--- src/rtl/data_mem_pkg.sv ---
// Shared definitions for the data-memory read/write sequencers.
// Holds the 3-bit state encodings, the default word width and the
// state-to-strobe decode used by data_mem_read_fsm.
package data_mem_pkg;

   localparam int DATA_SIZE_DFLT = 32;

   localparam logic [2:0] S_IDLE         = 3'd0;
   localparam logic [2:0] S_ADDR_READ    = 3'd1;
   localparam logic [2:0] S_MEM_READ     = 3'd2;
   localparam logic [2:0] S_LOAD         = 3'd3;
   localparam logic [2:0] S_DECRYPT      = 3'd4;
   localparam logic [2:0] S_DECRYPT_WAIT = 3'd5;
   localparam logic [2:0] S_PUSH_WAIT    = 3'd6;
   localparam logic [2:0] S_PUSH         = 3'd7;

   typedef struct packed {
      logic addr_pop;
      logic mem_read;
      logic start;
      logic data_push;
   } rd_strobes_t;

   // Strobes are a pure function of the present state so they never glitch
   // on input changes and every unlisted encoding yields all zeros.
   function automatic rd_strobes_t rd_strobes(input logic [2:0] st);
      rd_strobes_t s;
      s = '0;
      case (st)
         S_ADDR_READ: s.addr_pop  = 1'b1;
         S_MEM_READ:  s.mem_read  = 1'b1;
         S_DECRYPT:   s.start     = 1'b1;
         S_PUSH:      s.data_push = 1'b1;
         default:     s = '0;
      endcase
      return s;
   endfunction

endpackage

--- src/rtl/data_mem_timeout_cnt.sv ---
// Decrypt-wait watchdog for data_mem_read_fsm.
// Counts cycles the decrypt core reports busy; expired_o fires combinationally
// on the increment that makes the count reach LIMIT. LIMIT must be >= 1.
module data_mem_timeout_cnt #(
   parameter int unsigned LIMIT = 255
) (
   input  logic clk,
   input  logic reset,
   input  logic clear_i,
   input  logic inc_i,
   output logic expired_o
);

   localparam int unsigned CW = $clog2(LIMIT + 1);

   logic [CW-1:0] cnt_q;
   logic [CW-1:0] cnt_d;

   // Clear has priority so a fresh wait always starts from zero.
   always_comb begin
      cnt_d = cnt_q;
      if (clear_i) begin
         cnt_d = '0;
      end else if (inc_i) begin
         cnt_d = cnt_q + CW'(1);
      end
   end

   // Counter register.
   always_ff @(posedge clk) begin
      if (reset) begin
         cnt_q <= '0;
      end else begin
         cnt_q <= cnt_d;
      end
   end

   assign expired_o = inc_i && (cnt_q == CW'(LIMIT - 1));

endmodule

--- src/rtl/data_mem_read_fsm.sv ---
// Read-path sequencer: pops an address, reads ciphertext from data memory,
// runs it through the decrypt core and pushes the plaintext into the
// read-data FIFO. Optional decrypt-wait watchdog: DATA_MEM_RD_TIMEOUT_EN.
//
// state          | meaning
// ---------------+-------------------------------------------------------
// S_IDLE         | wait for address FIFO non-empty and no key setup
// S_ADDR_READ    | pop one read address
// S_MEM_READ     | strobe data memory read
// S_LOAD         | capture ciphertext into data_mem_cipher_in
// S_DECRYPT      | one-cycle start pulse to the decrypt core
// S_DECRYPT_WAIT | wait for busy low, capture plaintext
// S_PUSH_WAIT    | plaintext held, read-data FIFO full
// S_PUSH         | write plaintext, chain to next address if any
import data_mem_pkg::*;

module data_mem_read_fsm #(
   parameter int          data_size      = DATA_SIZE_DFLT,
   parameter int unsigned TIMEOUT_CYCLES = 255
) (
   input  logic                 clk,
   input  logic                 reset,
   input  logic                 MRD_addr_fifo_empty,
   output logic                 MRD_addr_fifo_rd_en,
   output logic                 data_mem_read,
   input  logic [data_size-1:0] data_mem_rdata,
   input  logic                 data_mem_initializing_encrypt,
   input  logic                 data_mem_initializing_decrypt,
   output logic [data_size-1:0] data_mem_cipher_in,
   output logic                 data_mem_start_cipher_decrypt,
   input  logic                 data_mem_busy_decrypt,
   input  logic [data_size-1:0] data_mem_plain,
   input  logic                 MRD_data_fifo_full,
   output logic                 MRD_data_fifo_wr_en,
   output logic [data_size-1:0] MRD_data_fifo_din,
   output logic                 rd_timeout_err
);

   logic [2:0]           state_q, state_d;
   logic [data_size-1:0] cipher_q, cipher_d;
   logic [data_size-1:0] din_q, din_d;
   logic                 tmo_expired;
   rd_strobes_t          strb;

`ifdef DATA_MEM_RD_TIMEOUT_EN
   logic err_q;

   data_mem_timeout_cnt #(
      .LIMIT (TIMEOUT_CYCLES)
   ) u_timeout_cnt (
      .clk       (clk),
      .reset     (reset),
      .clear_i   (state_q == S_DECRYPT),
      .inc_i     ((state_q == S_DECRYPT_WAIT) && data_mem_busy_decrypt),
      .expired_o (tmo_expired)
   );

   // Error pulse lines up with the first idle cycle after the abandoned wait.
   always_ff @(posedge clk) begin
      if (reset) begin
         err_q <= 1'b0;
      end else begin
         err_q <= tmo_expired;
      end
   end

   assign rd_timeout_err = err_q;
`else
   logic unused_timeout_cycles;

   assign unused_timeout_cycles = ^TIMEOUT_CYCLES;
   assign tmo_expired           = 1'b0;
   assign rd_timeout_err        = 1'b0;
`endif

   // Next-state and datapath capture; key setup only gates leaving idle.
   always_comb begin
      state_d  = state_q;
      cipher_d = cipher_q;
      din_d    = din_q;
      case (state_q)
         S_IDLE: begin
            if (!data_mem_initializing_encrypt && !data_mem_initializing_decrypt &&
                !MRD_addr_fifo_empty) begin
               state_d = S_ADDR_READ;
            end
         end
         S_ADDR_READ: state_d = S_MEM_READ;
         S_MEM_READ:  state_d = S_LOAD;
         S_LOAD: begin
            cipher_d = data_mem_rdata;
            state_d  = S_DECRYPT;
         end
         S_DECRYPT:   state_d = S_DECRYPT_WAIT;
         S_DECRYPT_WAIT: begin
            if (!data_mem_busy_decrypt) begin
               din_d   = data_mem_plain;
               state_d = MRD_data_fifo_full ? S_PUSH_WAIT : S_PUSH;
            end else if (tmo_expired) begin
               state_d = S_IDLE;
            end
         end
         S_PUSH_WAIT: begin
            if (!MRD_data_fifo_full) begin
               state_d = S_PUSH;
            end
         end
         S_PUSH:      state_d = MRD_addr_fifo_empty ? S_IDLE : S_ADDR_READ;
         default:     state_d = S_IDLE;
      endcase
   end

   // State and data registers.
   always_ff @(posedge clk) begin
      if (reset) begin
         state_q  <= S_IDLE;
         cipher_q <= '0;
         din_q    <= '0;
      end else begin
         state_q  <= state_d;
         cipher_q <= cipher_d;
         din_q    <= din_d;
      end
   end

   assign strb                          = rd_strobes(state_q);
   assign MRD_addr_fifo_rd_en           = strb.addr_pop;
   assign data_mem_read                 = strb.mem_read;
   assign data_mem_start_cipher_decrypt = strb.start;
   assign MRD_data_fifo_wr_en           = strb.data_push;
   assign data_mem_cipher_in            = cipher_q;
   assign MRD_data_fifo_din             = din_q;

endmodule

--- config.mk ---
export PLATFORM = sky130hd
export DESIGN_NAME = data_mem_read_fsm
export DESIGN_NICKNAME = d
export VERILOG_FILES = /design/src/rtl/data_mem_pkg.sv /design/src/rtl/data_mem_timeout_cnt.sv /design/src/rtl/data_mem_read_fsm.sv
export SDC_FILE = /design/constraint.sdc
export NUM_CORES = 1
export LEC_CHECK = 0
export BUFFER_PORTS_ARGS = -buffer_cell sky130_fd_sc_hd__clkbuf_2
export CAP_MARGIN = 20
export CORE_MARGIN = 3
export CORE_UTILIZATION = 23
export CTS_CLUSTER_DIAMETER = 50
export DETAILED_ROUTE_END_ITERATION = 7
export PLACE_DENSITY = 0.54
export SYNTH_ARGS = -nofsm -noshare
export SYNTH_HDL_FRONTEND = slang
export SYNTH_SLANG_ARGS = --single-unit
--- constraint.sdc ---
create_clock -name clk -period 1.81 [get_ports clk]
set_clock_uncertainty 0.1 [all_clocks]
set_input_delay 0.2715 -clock clk [delete_from_list [all_inputs] [get_ports clk]]
set_output_delay 0.2715 -clock clk [all_outputs]
set_load 0.005 [all_outputs]
# Word level (Yosys, flattened, before mapping)
# Cells that the tools add are included.
# Widths: inputs -> output; s select.
# classes
eq_ne	10
mux	10
bitwise_logic	1
n_reduce_logical	8
# ops
operator	count
$pmux 3 s8	1
$eq 3x3->1 const B	4
$mux 3	3
$eq 3x2->1 const B	2
$mux 1	6
$ne 2x2->1 const B	3
$eq 3x1->1 const B	1
$logic_not 1->1	3
$logic_not 3->1	1
$reduce_and 3->1	1
$logic_and 1x1->1	2
$reduce_and 2->1	1
$not 1->1	1
# totals
register_bits	67
inputBits	71
elab_cells	32

# Depth between registers and ports, before layout
# Gate-level depths: netlist of run 1.
# logic_depth
depth_word	5
ltp_mapped	7

# Worst setup path before layout of run 1
# OpenSTA, ideal clock, no wires.
# synth_path
kind	register to register
start	register state_q[0]
end	register state_q[1]
arrival_time_ns	1.259
required_time_ns	1.638
setup_slack_ns	0.380
path_stages_with_launch	6
path_buffers	0
cell_sequence	dfxtp_1 inv_1 ha_1 a22o_1 a2bb2oi_1 mux2i_1
# synth_between
elab_chain_len	3
# synth_rtl
item	line	rtl
start, declared	data_mem_read_fsm.sv:39	logic [2:0] state_q, state_d;
start signal, assigned	data_mem_read_fsm.sv:120	state_q <= state_d;
$eq 3x3->1 or $logic_not 3->1 (tied branches)	data_mem_read_fsm.sv:81	case (state_q)
$ne 2x2->1 (no source line)	--	
$reduce_and 3->1 (no source line)	--	
# Several ways; a longest one is shown, not always the timed one.
# A chain may end at the register's enable or synchronous reset.

# Final worst setup path of run 1
# layout_path
start	register state_q[0]
end	output data_mem_start_cipher_decrypt
# layout_between
elab_chain_len	2
# layout_rtl
item	line	rtl
$eq 3x3->1	data_mem_pkg.sv:29	case (st)
$mux 1	data_mem_pkg.sv:29	
end, declared	data_mem_read_fsm.sv:30	output logic data_mem_start_cipher_decrypt,
# Every way passes these cells.

==> results of run 1 <==
## cells in the final DEF, fill, tap and decap left out, types with 2 or more instances in the layout
cell type and count:
nand2_1 128, dfxtp_2 2, clkbuf_8 3, buf_4 2, nand2b_1 3, clkbuf_16 9
nor2_1 2, a21oi_2 11, a21oi_1 53, and2_1 2, dfxtp_1 65, clkinv_2 2
inv_1 2, clkbuf_2 138, nor3_1 2, ha_1 3, buf_12 3, nor2b_1 5
## path summary, 6_finish.rpt
kind	startpoint	end	slack, ns	cells past startpoint
max	state_q[0]	data_mem_start_cipher_decrypt	0.15	4
min	data_mem_rdata[17]	data_mem_cipher_in[17]	0.06	3
max reg2reg	state_q[1]	state_q[0]	0.28	5
min reg2reg	MRD_data_fifo_din[20]	MRD_data_fifo_din[20]	0.35	2
## metal layers
layer	routed length, µm	part of all wire
met1	2890	0.41
met4	82	0.012
met2	3320	0.48
met5	0	0
met3	683	0.098
## layout make-up
class / instances / area (µm²)
fill: 1157 / 7320
clock buffer: 13 / 270
inverter: 2 / 7.51
timing repair buffer: 143 / 766
multi-input combinational: 224 / 1090
tap: 140 / 175
clock inverter: 2 / 10.0
sequential: 67 / 1340
## cell usage after synthesis
master	number
a21oi_1	53
a21oi_2	11
a22o_1	1
a2bb2oi_1	1
a311oi_1	1
and2_1	2
and3b_1	1
buf_1	1
buf_2	3
buf_4	5
buf_6	10
clkbuf_1	4
conb_1	1
dfxtp_1	67
ha_1	4
inv_1	2
mux2i_1	1
nand2_1	128
nand2b_1	3
nand3b_1	1
nor2_1	2
nor2b_1	6
nor3_1	2
o21ai_0	1
o22ai_1	1
o2bb2ai_1	1
o31a_1	1
or2b_4	1
or3b_2	1
## logic make-up (layout without fill, tap and decap cells)
kind of cell / Yosys count / after routing / synth area share
AOI/OAI and AO/OA: 71 / 71 / 0.159
adders and majority gates: 4 / 4 / 0.0191
and+or+nand+nor: 147 / 147 / 0.231
other: 1 / 1 / 0.00143
muxes: 1 / 1 / 0.00383
buffers and inverters: 25 / 160 / 0.0732
DFF: 67 / 67 / 0.513
## worst min-delay path, cell delays in order
cell	delay, ns
clkbuf_2	0.08
nand2_1	0.04
a21oi_1	0.05
## flip-flops by register name, summed over array words and instances, names as in the netlist
signal	flops
state_q	3
MRD_data_fifo_din	32
data_mem_cipher_in	32
## power groups by stage
stage,sequential (mW),clock [mW],combinational (mW)
2_1_floorplan,1.64,0,0.382
3_3_place_gp,1.64,0,0.594
3_5_place_dp,1.65,0,0.613
4_1_cts,1.62,1.70,0.615
5_1_grt,1.63,1.75,0.688
6_report,1.62,1.62,0.602
## what timing repair did
item	CTS	global route
setup endpoints to repair	0	3
resized for setup	0	3
hold endpoints to repair	0	0
## metrics by stage
stage	total power, mW	worst slack (ns)	hold slack, ns	utilization
after global routing	4.07	0.0239	0.0414	0.333
final	3.84	0.147	0.0606	0.333
after CTS	3.93	0.0492	0.0386	0.333
after detailed placement	2.26	0.240	0.348	0.307
after floorplan	2.02	0.380	0.307	-
after global placement	2.23	0.290	0.342	0.307
==> results_dict.tcl, run 1 <==
set metrics [dict create \
    area_growth_pct 39.9 \
    syn_inst 316 \
    post_drt_wl_per_cell_um 11.8 \
    syn_area_per_cell_um2 8.28 \
    use_met1 0.133 \
    fp-row-count 38 \
    dieHeight_um 113 \
    ys_types 29 \
    hp-class "in2reg" \
    cts_tree "built" \
    grt_pass1_vias 2430 \
    finalSetupTns_ns 0 \
    setup_viol 0 \
    status "finished clean" \
    diodes 0 \
    dp.cells 576 \
    clock_power_share 0.421 \
    routed-via-count 2493 \
    finalWirelength_mm 6.97 \
    start_util 0.238 \
    ioPinCount 140 \
    ir_drop_mv 0.549 \
    clk_latency_ns 0.33 \
    numClockSinks 67 \
    hold_buffers 0 \
    dieArea_um2 12700 \
    critPathTopFamily "flip-flops" \
    period_share 0.919 \
    yosys_warnings 0 \
    p_int_mw 2.87 \
    first_pass_iters 4 \
    htreeDepth 3 \
    ys_ff_latch 67 \
    hold_viol_final 0 \
    met2_usage 0.184 \
    yosysTopAreaCell "dfxtp_1" \
    clk_path_buf_depth 2 \
    netSwitchingFraction 0.252 \
    critPathArrivalTime_ns 1.29 \
    io_buffers 138 \
    drtIter0Drc 92 \
    grt_usage 0.114 \
    grtUsageMet3 0.0593 \
    synth_area_um2 2620 \
    final_area_um2 3660 \
    via_per_inst 4.22 \
    power_leakage_nw 1.56 \
    place_area_um2 3380 \
    overflow 0 \
    power.switching_uw 966 \
    cap_viol_max_count 0 \
    antenna_found_initial 0 \
    cp-start-kind "register" \
    ant_nets 0 \
    grt_pass1_wl_mm 11.6 \
    power_density_nw_per_um2 1050 \
    drcViolationCount 0 \
    min_period_ns 1.66 \
    worstPathRequired_ns 1.44 \
    numCtsBuffers 9 \
    power_frac_seq 0.422 \
    grt.busiest_layer "met2" \
    p_comb_frac 0.157 \
    fin_cells 591 \
    cp_cell_sequence "inv_1 > ha_1 > and2_1 > clkbuf_2" \
    slowest_stage "dfxtp_2" \
    grt_max_degree 38 \
    synth_top_area_share 0.513 \
    synth-seq-area-share 0.513 \
    fmax_ghz 0.601 \
    crit_type "reg2out" \
    drive_gt1_frac 0.386 \
    post-cts-setup-buffers 0 \
    gp_congestion 0.767 \
    nNetsFinal 522 \
    crit_buf_inv 2 \
    max_stage_delay_ns 0.36 \
    drv_slew 0 \
    end_kind "output pin" \
    ys_top_cells_by_area "dfxtp_1 (51%), nand2_1 (18%), a21oi_1 (10%)" \
    die_w_um 113 \
    fp.coreArea_um2 11000 \
    cts.clk_slew.worst_paths_ns 0.05 \
    synth_fp_nets 391 \
    worstPathMaxFanout 5 \
    clockRootBuffer "clkbuf_16" \
    rsz0062_at_grt "no" \
    place.detailed.hpwl_mm 5.14 \
]
Note: power is estimated with default switching activity, not from simulation.
==> inputs of run 2 (changes only) <==
--- a/config.mk
+++ b/config.mk
@@ -11,7 +11,7 @@
 export CORE_UTILIZATION = 23
 export CTS_CLUSTER_DIAMETER = 50
 export DETAILED_ROUTE_END_ITERATION = 7
-export PLACE_DENSITY = 0.54
+export PLACE_DENSITY_LB_ADDON = 0.2
 export SYNTH_ARGS = -nofsm -noshare
 export SYNTH_HDL_FRONTEND = slang
 export SYNTH_SLANG_ARGS = --single-unit
==> run 2 against run 1 <==
Net effect:
- clock power up 11%
- highest routed layer unchanged
- utilization up 0.22 points
- count of clock-buffer cells in the layout up 2
- largest cell class unchanged
- routed wire length up 2.5%
- global-route usage down 0.067 points
- maximum frequency down 2.3%
- first-iteration DRC count up 32%
- combinational power down 1%
==> results_dict.tcl, run 2 (synthesis gave the netlist of run 1 again) <==
set metrics [dict create \
    status "finished clean" \
    fp.coreArea_um2 11000 \
    clk_latency_ns 0.33 \
    drv_slew 0 \
    power_leakage_nw 1.57 \
    worstPathRequired_ns 1.44 \
    ant_nets 0 \
    critPathArrivalTime_ns 1.33 \
    first_pass_iters 4 \
    htreeDepth 3 \
    ir_drop_mv 0.432 \
    place.detailed.hpwl_mm 4.99 \
    cp-start-kind "register" \
    end_kind "output pin" \
    place_area_um2 3380 \
    numCtsBuffers 9 \
    grt_max_degree 69 \
    cts.clk_slew.worst_paths_ns 0.06 \
    power_mw 4.01 \
    power_density_nw_per_um2 1090 \
    gp_congestion 0.735 \
    endpoint "data_mem_start_cipher_decrypt" \
    reg2reg_from "state_q[1]" \
    fillers 1186 \
    ioPinCount 140 \
    grt_pass1_wl_mm 11.4 \
    start_util 0.238 \
    drcViolationCount 0 \
    post_drt_wl_per_cell_um 12.1 \
    finalWirelength_mm 7.14 \
    r2r_slack_ns 0.21 \
    cap_viol_max_count 0 \
    dp.cells 576 \
    rsz0062_at_grt "no" \
    finalSetupTns_ns 0 \
    final_cell_mix "clkbuf_2 (138), nand2_1 (128), dfxtp_1 (66)" \
    cts_tree "built" \
    fmax_ghz 0.587 \
    grt_usage 0.114 \
    routed-via-count 2458 \
    drive_gt1_frac 0.378 \
    clockRootBuffer "clkbuf_16" \
    io_buffers 138 \
    via_per_inst 4.15 \
    drtIter0Drc 121 \
    fp-row-count 38 \
    hp-class "in2reg" \
    worstPathMaxFanout 4 \
    area_growth_pct 40.8 \
    critPathLaunch "state_q[1]" \
    setup_viol 0 \
    min_period_ns 1.70 \
    dieHeight_um 113 \
    r2r_cells 5 \
    fin_hold_ws_ns 0.0540 \
    clk_path_buf_depth 2 \
    fin_cells 592 \
    nNetsFinal 522 \
    dp_slack_ns 0.230 \
    rr_endpoint "state_q[0]" \
    dieArea_um2 12700 \
    crit_type "reg2out" \
    die_w_um 113 \
    grt_pass1_vias 2297 \
    worst_slack_ns 0.108 \
    antenna_found_initial 0 \
    overflow 0 \
    final_common_cell "clkbuf_2" \
    numClockSinks 67 \
    period_share 0.940 \
    diodes 0 \
    hold_viol_final 0 \
    final_util 0.335 \
    final_area_um2 3680 \
]
-- run 2: changes by cell type in the layout (fill, tap and decap cells not counted) --
cell and delta:
clkbuf_1 +2, clkinv_2 -2, bufinv_16 +1, dfxtp_1 +1, dfxtp_2 -1, ha_1 +1
ha_2 -1
-- run 2: routing by layer --
metal	track usage	share of wire	vias to the layer above
met3	0.0323	0.073	13
met1	0.140	0.45	1081
li1	-	-	1280
met5	0	0	-
met4	0.0649	0.024	0
met2	0.177	0.45	84
-- run 2: layout make-up --
class / count / area, µm² / share of cell area
clock buffer: 15 / 278 / 0.0754
inverter: 2 / 7.51 / 0.00204
tap: 140 / 175 / 0.0475
timing repair buffer: 143 / 766 / 0.208
clock inverter: 1 / 30.0 / 0.00815
sequential: 67 / 1340 / 0.364
multi-input combinational: 224 / 1090 / 0.295
-- run 2: worst min-delay path by stage --
stage / from / endpoint / slack [ns] / cells after the start
floorplan: data_mem_plain[0] / MRD_data_fifo_din[0] / 0.31 / 2
global placement: MRD_data_fifo_din[10] / MRD_data_fifo_din[10] / 0.34 / 2
detailed placement: data_mem_cipher_in[8] / data_mem_cipher_in[8] / 0.35 / 2
CTS: data_mem_rdata[8] / data_mem_cipher_in[8] / 0.04 / 3
global route: data_mem_rdata[4] / data_mem_cipher_in[4] / 0.06 / 3
finish: data_mem_rdata[21] / data_mem_cipher_in[21] / 0.05 / 3
-- run 2: what timing repair did --
item | CTS | global route
gates resized for setup | 0 | 1
endpoints found under the setup margin | 0 | 2
setup buffers | 0 | 0
hold buffers | 0 | 0
-- run 2: worst max-delay path, cell delays in order, from the launching register on --
cell and delay [ns]:
dfxtp_1 0.38, inv_1 0.08, ha_1 0.23, and2_1 0.20, clkbuf_2 0.12
-- run 2: power breakdown --
part | total, mW | leakage [nW] | switching (mW) | internal [mW]
combinational | 0.595 | 0.883 | 0.317 | 0.279
clock | 1.80 | 0.150 | 0.621 | 1.18
sequential | 1.61 | 0.540 | 0.0531 | 1.56
total | 4.01 | 1.57 | 0.991 | 3.02
